<file path="src/rtl/if_id_stage.sv">
// Fetch stage: owns the PC, drives the instruction ROM and registers IF/ID with a pre-decoded EXTop.
// Optional build macro IF_ID_PERF_CNT_EN adds saturating stall/flush event counters.
module if_id_stage #(
  parameter logic [31:0] RESET_PC = 32'h0000_0000,
  parameter logic [31:0] NOP_INST = 32'h0000_0013
) (
  input  logic        clk,
  input  logic        rst,
  output logic [31:0] irom_addr,
  input  logic [31:0] irom_inst,
  input  logic        stall,
  input  logic        flush,
  input  logic        redirect_valid,
  input  logic [31:0] redirect_pc,
  output logic [31:0] id_inst,
  output logic [24:0] id_imm_field,
  output logic [2:0]  id_extop,
  output logic [31:0] id_pc,
  output logic [31:0] id_pc4,
  output logic        id_valid
`ifdef IF_ID_PERF_CNT_EN
  ,
  output logic [31:0] perf_stall_cnt,
  output logic [31:0] perf_flush_cnt
`endif
);

  logic [31:0] pc;
  logic [31:0] pc_plus4;
  logic [2:0]  fetch_extop;

  // Immediate-format select; unknown opcodes map to 3'b111 so the extender emits zero.
  function automatic logic [2:0] extop_decode(input logic [6:0] op);
    logic [2:0] sel;
    case (op)
      7'b0010011, 7'b0000011, 7'b1100111, 7'b1110011: sel = 3'b000;
      7'b0100011:                                      sel = 3'b001;
      7'b1100011:                                      sel = 3'b010;
      7'b0110111, 7'b0010111:                          sel = 3'b011;
      7'b1101111:                                      sel = 3'b100;
      default:                                         sel = 3'b111;
    endcase
    return sel;
  endfunction

  assign irom_addr    = pc;
  assign pc_plus4     = pc + 32'd4;
  assign fetch_extop  = extop_decode(irom_inst[6:0]);
  assign id_imm_field = id_inst[31:7];

  // Redirect takes priority over stall so a taken branch is never lost behind a hazard.
  always_ff @(posedge clk) begin
    if (rst) begin
      pc <= RESET_PC;
    end else if (redirect_valid) begin
      pc <= {redirect_pc[31:2], 2'b00};
    end else if (!stall) begin
      pc <= pc_plus4;
    end
  end

  // Flush wins over stall: a squashed slot becomes a bubble even while the pipe is frozen.
  always_ff @(posedge clk) begin
    if (rst || flush) begin
      id_inst  <= NOP_INST;
      id_extop <= 3'b000;
      id_pc    <= 32'd0;
      id_pc4   <= 32'd0;
      id_valid <= 1'b0;
    end else if (!stall) begin
      id_inst  <= irom_inst;
      id_extop <= fetch_extop;
      id_pc    <= pc;
      id_pc4   <= pc_plus4;
      id_valid <= 1'b1;
    end
  end

`ifdef IF_ID_PERF_CNT_EN
  always_ff @(posedge clk) begin
    if (rst) begin
      perf_stall_cnt <= 32'd0;
      perf_flush_cnt <= 32'd0;
    end else begin
      if (stall && (perf_stall_cnt != 32'hFFFF_FFFF)) begin
        perf_stall_cnt <= perf_stall_cnt + 32'd1;
      end
      if (flush && (perf_flush_cnt != 32'hFFFF_FFFF)) begin
        perf_flush_cnt <= perf_flush_cnt + 32'd1;
      end
    end
  end
`endif

endmodule

</file>
<file path="config.mk">
export PLATFORM = sky130hd
export DESIGN_NAME = if_id_stage
export DESIGN_NICKNAME = d
export VERILOG_FILES = /design/src/rtl/if_id_stage.sv
export SDC_FILE = /design/constraint.sdc
export NUM_CORES = 1
export LEC_CHECK = 0
export ABC_CLOCK_PERIOD_IN_PS = 2400
export BUFFER_PORTS_ARGS = -buffer_cell sky130_fd_sc_hd__buf_2
export CAP_MARGIN = 20
export CORE_ASPECT_RATIO = 2
export CORE_MARGIN = 8
export CORE_UTILIZATION = 49
export DETAILED_ROUTE_END_ITERATION = 7
export GPL_TIMING_DRIVEN = 1
export PLACE_DENSITY = 0.85
export SLEW_MARGIN = 15
export SYNTH_ARGS = -nofsm -noshare
export SYNTH_HDL_FRONTEND = slang
export SYNTH_SLANG_ARGS = --single-unit
</file>
<file path="constraint.sdc">
create_clock -name clk -period 2.4 [get_ports clk]
set_clock_uncertainty 0.1 [all_clocks]
set_input_delay 0.36 -clock clk [delete_from_list [all_inputs] [get_ports clk]]
set_output_delay 0.36 -clock clk [all_outputs]
set_load 0.02 [all_outputs]
</file>
==> out/metrics.yaml <==
clocking:
  htreeDepth: 4
  cts_buffers: 17
  hold_buffers: 0
  clock-root-buffer: "clkbuf_16"
  clkTransAtPathRegs_ns: 0.06
  cts_resized: 0
  cts_buffer_depth: 2
  cts_setup_buffers: 0
  cts.sinks: 126
  cts_tree: "built"
  clk_latency_ns: 0.41
setup_path:
  endpoint_kind: "flip-flop"
  critical_path.most_common_cell: "or4_1"
  worstPathMaxFanout: 7
  ff2ff_path_depth: 4
  required_ns: 2.63
  crit_start: "irom_addr[13]"
  crit_path_start_kind: "flip-flop"
  cpMaxStageDelayCell: "or4_1"
  cpPeakStageDelay_ns: 0.68
  cp.arrival_ns: 2.51
  path_delay_family: "simple AND/OR/NAND/NOR gates"
  crit_chain: "nand4_4, or4_1, or4_1, a31oi_1"
  cp.buffers_inverters: 0
  worst-r2r-setup-slack_ns: 0.12
  rr_endpoint: "id_pc4[24]"
  path_class: "reg -> reg"
  cp.depth: 4
  crit_path_end: "id_pc4[24]"
  rr_startpoint: "irom_addr[13]"
route:
  routedWlPerCell_um: 18.7
  drc: 0
  drt_first_pass_iters: 6
  wl_um: 19200
  dr_total_vias: 5877
  drtIter0Drc: 341
  ant_nets: 0
  vias_per_cell: 5.73
yosys:
  ys_types: 50
  ys.flop_type: "dfxtp_1"
  synth_edf_count: 0
  yosysWarnings: 0
  ys_seq_area_share_pct: 42.7
  synth_area_um2: 5900
  ys_ff_latch: 126
  avgSynthCellArea_um2: 8.78
  synthCells: 672
  async_reset_ff_share_pct: 0
sta:
  layout_min_cycle_time_ns: 2.28
  hold_violations: 0
  setup-tns-final_ns: 0
  max_slew_margin_pct: 51.7
  fin_crit_sh_pct: 95.0
  tightest_slew_ns: 0.718
  timing.fmax_ghz: 0.439
  rsz0062_at_grt: "no"
  setup_viol: 0
  slew_viol_final: 0
cells_and_area:
  stdcell_count: 1025
  num_antenna_cells: 0
  most-common-layout-cells: "buf_2, dfxtp_1, nor2_1, mux2i_1, buf_4"
  nets: 935
  drive_above_1_share_pct: 33.9
  final_common_cell: "buf_2"
  synthToLayoutAreaGrowth_pct: 29.3
placed_design:
  dp_hpwl_um: 13800
  dp.cells: 993
  gp_congestion: 0.884
  port_buffers: 217
floorplan:
  coreArea_um2: 12000
  ioPinCount: 226
  die_x_um: 93.6
  die_h_um: 171
  rows: 57
  dieArea_um2: 16000
  initial_core_util_pct: 49.3
global_routing:
  grt_max_degree: 60
  gr-usage-met1_pct: 24.9
  antenna_found_initial: 0
  grt_use_total_pct: 23.0
  grt_pass1_vias: 5858
  grt_util_met2_pct: 38.6
  grt_pass1_wl_um: 29500
  grt_use_met3_pct: 7.60
  top_usage_layer: "met2"
  grt.overflow.total: 0
pwr:
  p_leak_nw: 3.51
  p_sw_w: 0.00149
  ir_drop_mv: 0.540
  clkPwrFrac_pct: 47.1
  pwr-share-comb_pct: 12.4
  netSwitchingFraction_pct: 26.5
  p_int_w: 0.00413
  seqPwrFrac_pct: 40.5
  power_density_nw_per_um2: 737
status:
  status: "completed"
run:
  drv_cap: 0
hold_path:
  hold_path_class: "in -> reg"
## power groups by stage
stage	clock (W)	sequential, W	combinational, W
2_1_floorplan	0	0.00238	0.000379
3_3_place_gp	0	0.00231	0.000675
3_5_place_dp	0	0.00232	0.000689
4_1_cts	0.00267	0.00227	0.000694
5_1_grt	0.00277	0.00229	0.000747
6_report	0.00265	0.00228	0.000696
## layer usage
layer / vias up / share of wire (%) / wire length, um
li1: 2737 / - / -
met1: 2748 / 38 / 7220
met2: 338 / 49 / 9470
met3: 54 / 9.7 / 1860
met4: 0 / 3.3 / 636
met5: - / 0 / 0
## registers in the layout, summed over array words and instances, names as in the netlist
register / flops
id_inst: 32
id_pc4: 30
id_pc: 30
id_valid: 1
irom_addr: 30
id_extop: 3
## how the worst min path moves through the flow
| stage | from | endpoint | slack [ns] | depth (start not counted) |
|---|---|---|---|---|
| final | irom_inst[25] | id_inst[25] | 0.08 | 3 |
| after global routing | irom_inst[27] | id_inst[27] | 0.08 | 3 |
| after CTS | irom_inst[25] | id_inst[25] | 0.07 | 3 |
| after detailed placement | id_inst[0] | id_inst[0] | 0.34 | 2 |
| after global placement | id_inst[0] | id_inst[0] | 0.34 | 2 |
| after floorplan | irom_inst[0] | id_inst[0] | 0.38 | 2 |
## cell families (layout without fill, tap and decap cells)
logic type / after synthesis / in the layout / share of synthesized area (%)
compound gates: 134 / 134 / 15.0
flops: 126 / 126 / 42.7
other cells: 1 / 6 / 0.0635
xor+xnor: 22 / 22 / 3.26
simple gates: 228 / 228 / 19.8
buf+inv: 105 / 306 / 9.56
mux: 55 / 55 / 9.33
fa+ha+maj: 1 / 1 / 0.212
## worst register-to-register path, cell delays in order (launching register included)
cell and delay [ns]:
dfxtp_1 0.51, nand4_4 0.17, or4_1 0.68, or4_1 0.56, a31oi_1 0.18
## cells in the mapped netlist, drive strengths merged (4+ instances only)
| cell type | number | area [um^2] |
|---|---|---|
| nand4 | 14 | 133 |
| mux2i | 55 | 551 |
| o21ai | 33 | 165 |
| buf | 57 | 384 |
| or4 | 7 | 52.6 |
| o31ai | 6 | 45.0 |
| a31oi | 6 | 37.5 |
| nor4 | 11 | 68.8 |
| nor3 | 16 | 80.1 |
| inv | 15 | 56.3 |
| a211oi | 22 | 165 |
| nor2b | 7 | 43.8 |
| a2111oi | 6 | 52.6 |
| a311oi | 11 | 96.3 |
| nand2b | 4 | 25.0 |
| nand2 | 31 | 116 |
| nand3 | 14 | 75.1 |
| and4 | 10 | 87.6 |
| or3 | 10 | 62.6 |
| xnor2 | 19 | 166 |
| a21oi | 31 | 155 |
| dfxtp | 126 | 2520 |
| nor2 | 93 | 349 |
| clkbuf | 33 | 124 |
## layout make-up
type / count / area, um^2
inverters: 15 / 56.3
clock inverters: 13 / 163
fillers: 999 / 4350
multi-input cells: 446 / 2830
well taps: 147 / 184
flip-flops and latches: 126 / 2520
clock buffers: 19 / 453
repair buffers: 259 / 1420
## stage by stage
stage                     util (%)  power (W)  worst slack (ns)  hold WS (ns)  cell area [um^2]
after floorplan                  -    0.00276            0.0425         0.385              5920
after global placement        58.5    0.00299             0.237         0.344              7010
after detailed placement      58.5    0.00301             0.162         0.344              7010
after CTS                     63.7    0.00564             0.149        0.0660              7630
after global routing          63.7    0.00580           0.00664        0.0753              7630
final                         63.7    0.00562             0.120        0.0760              7630
No activity file was read; power rests on OpenSTA's default activity.
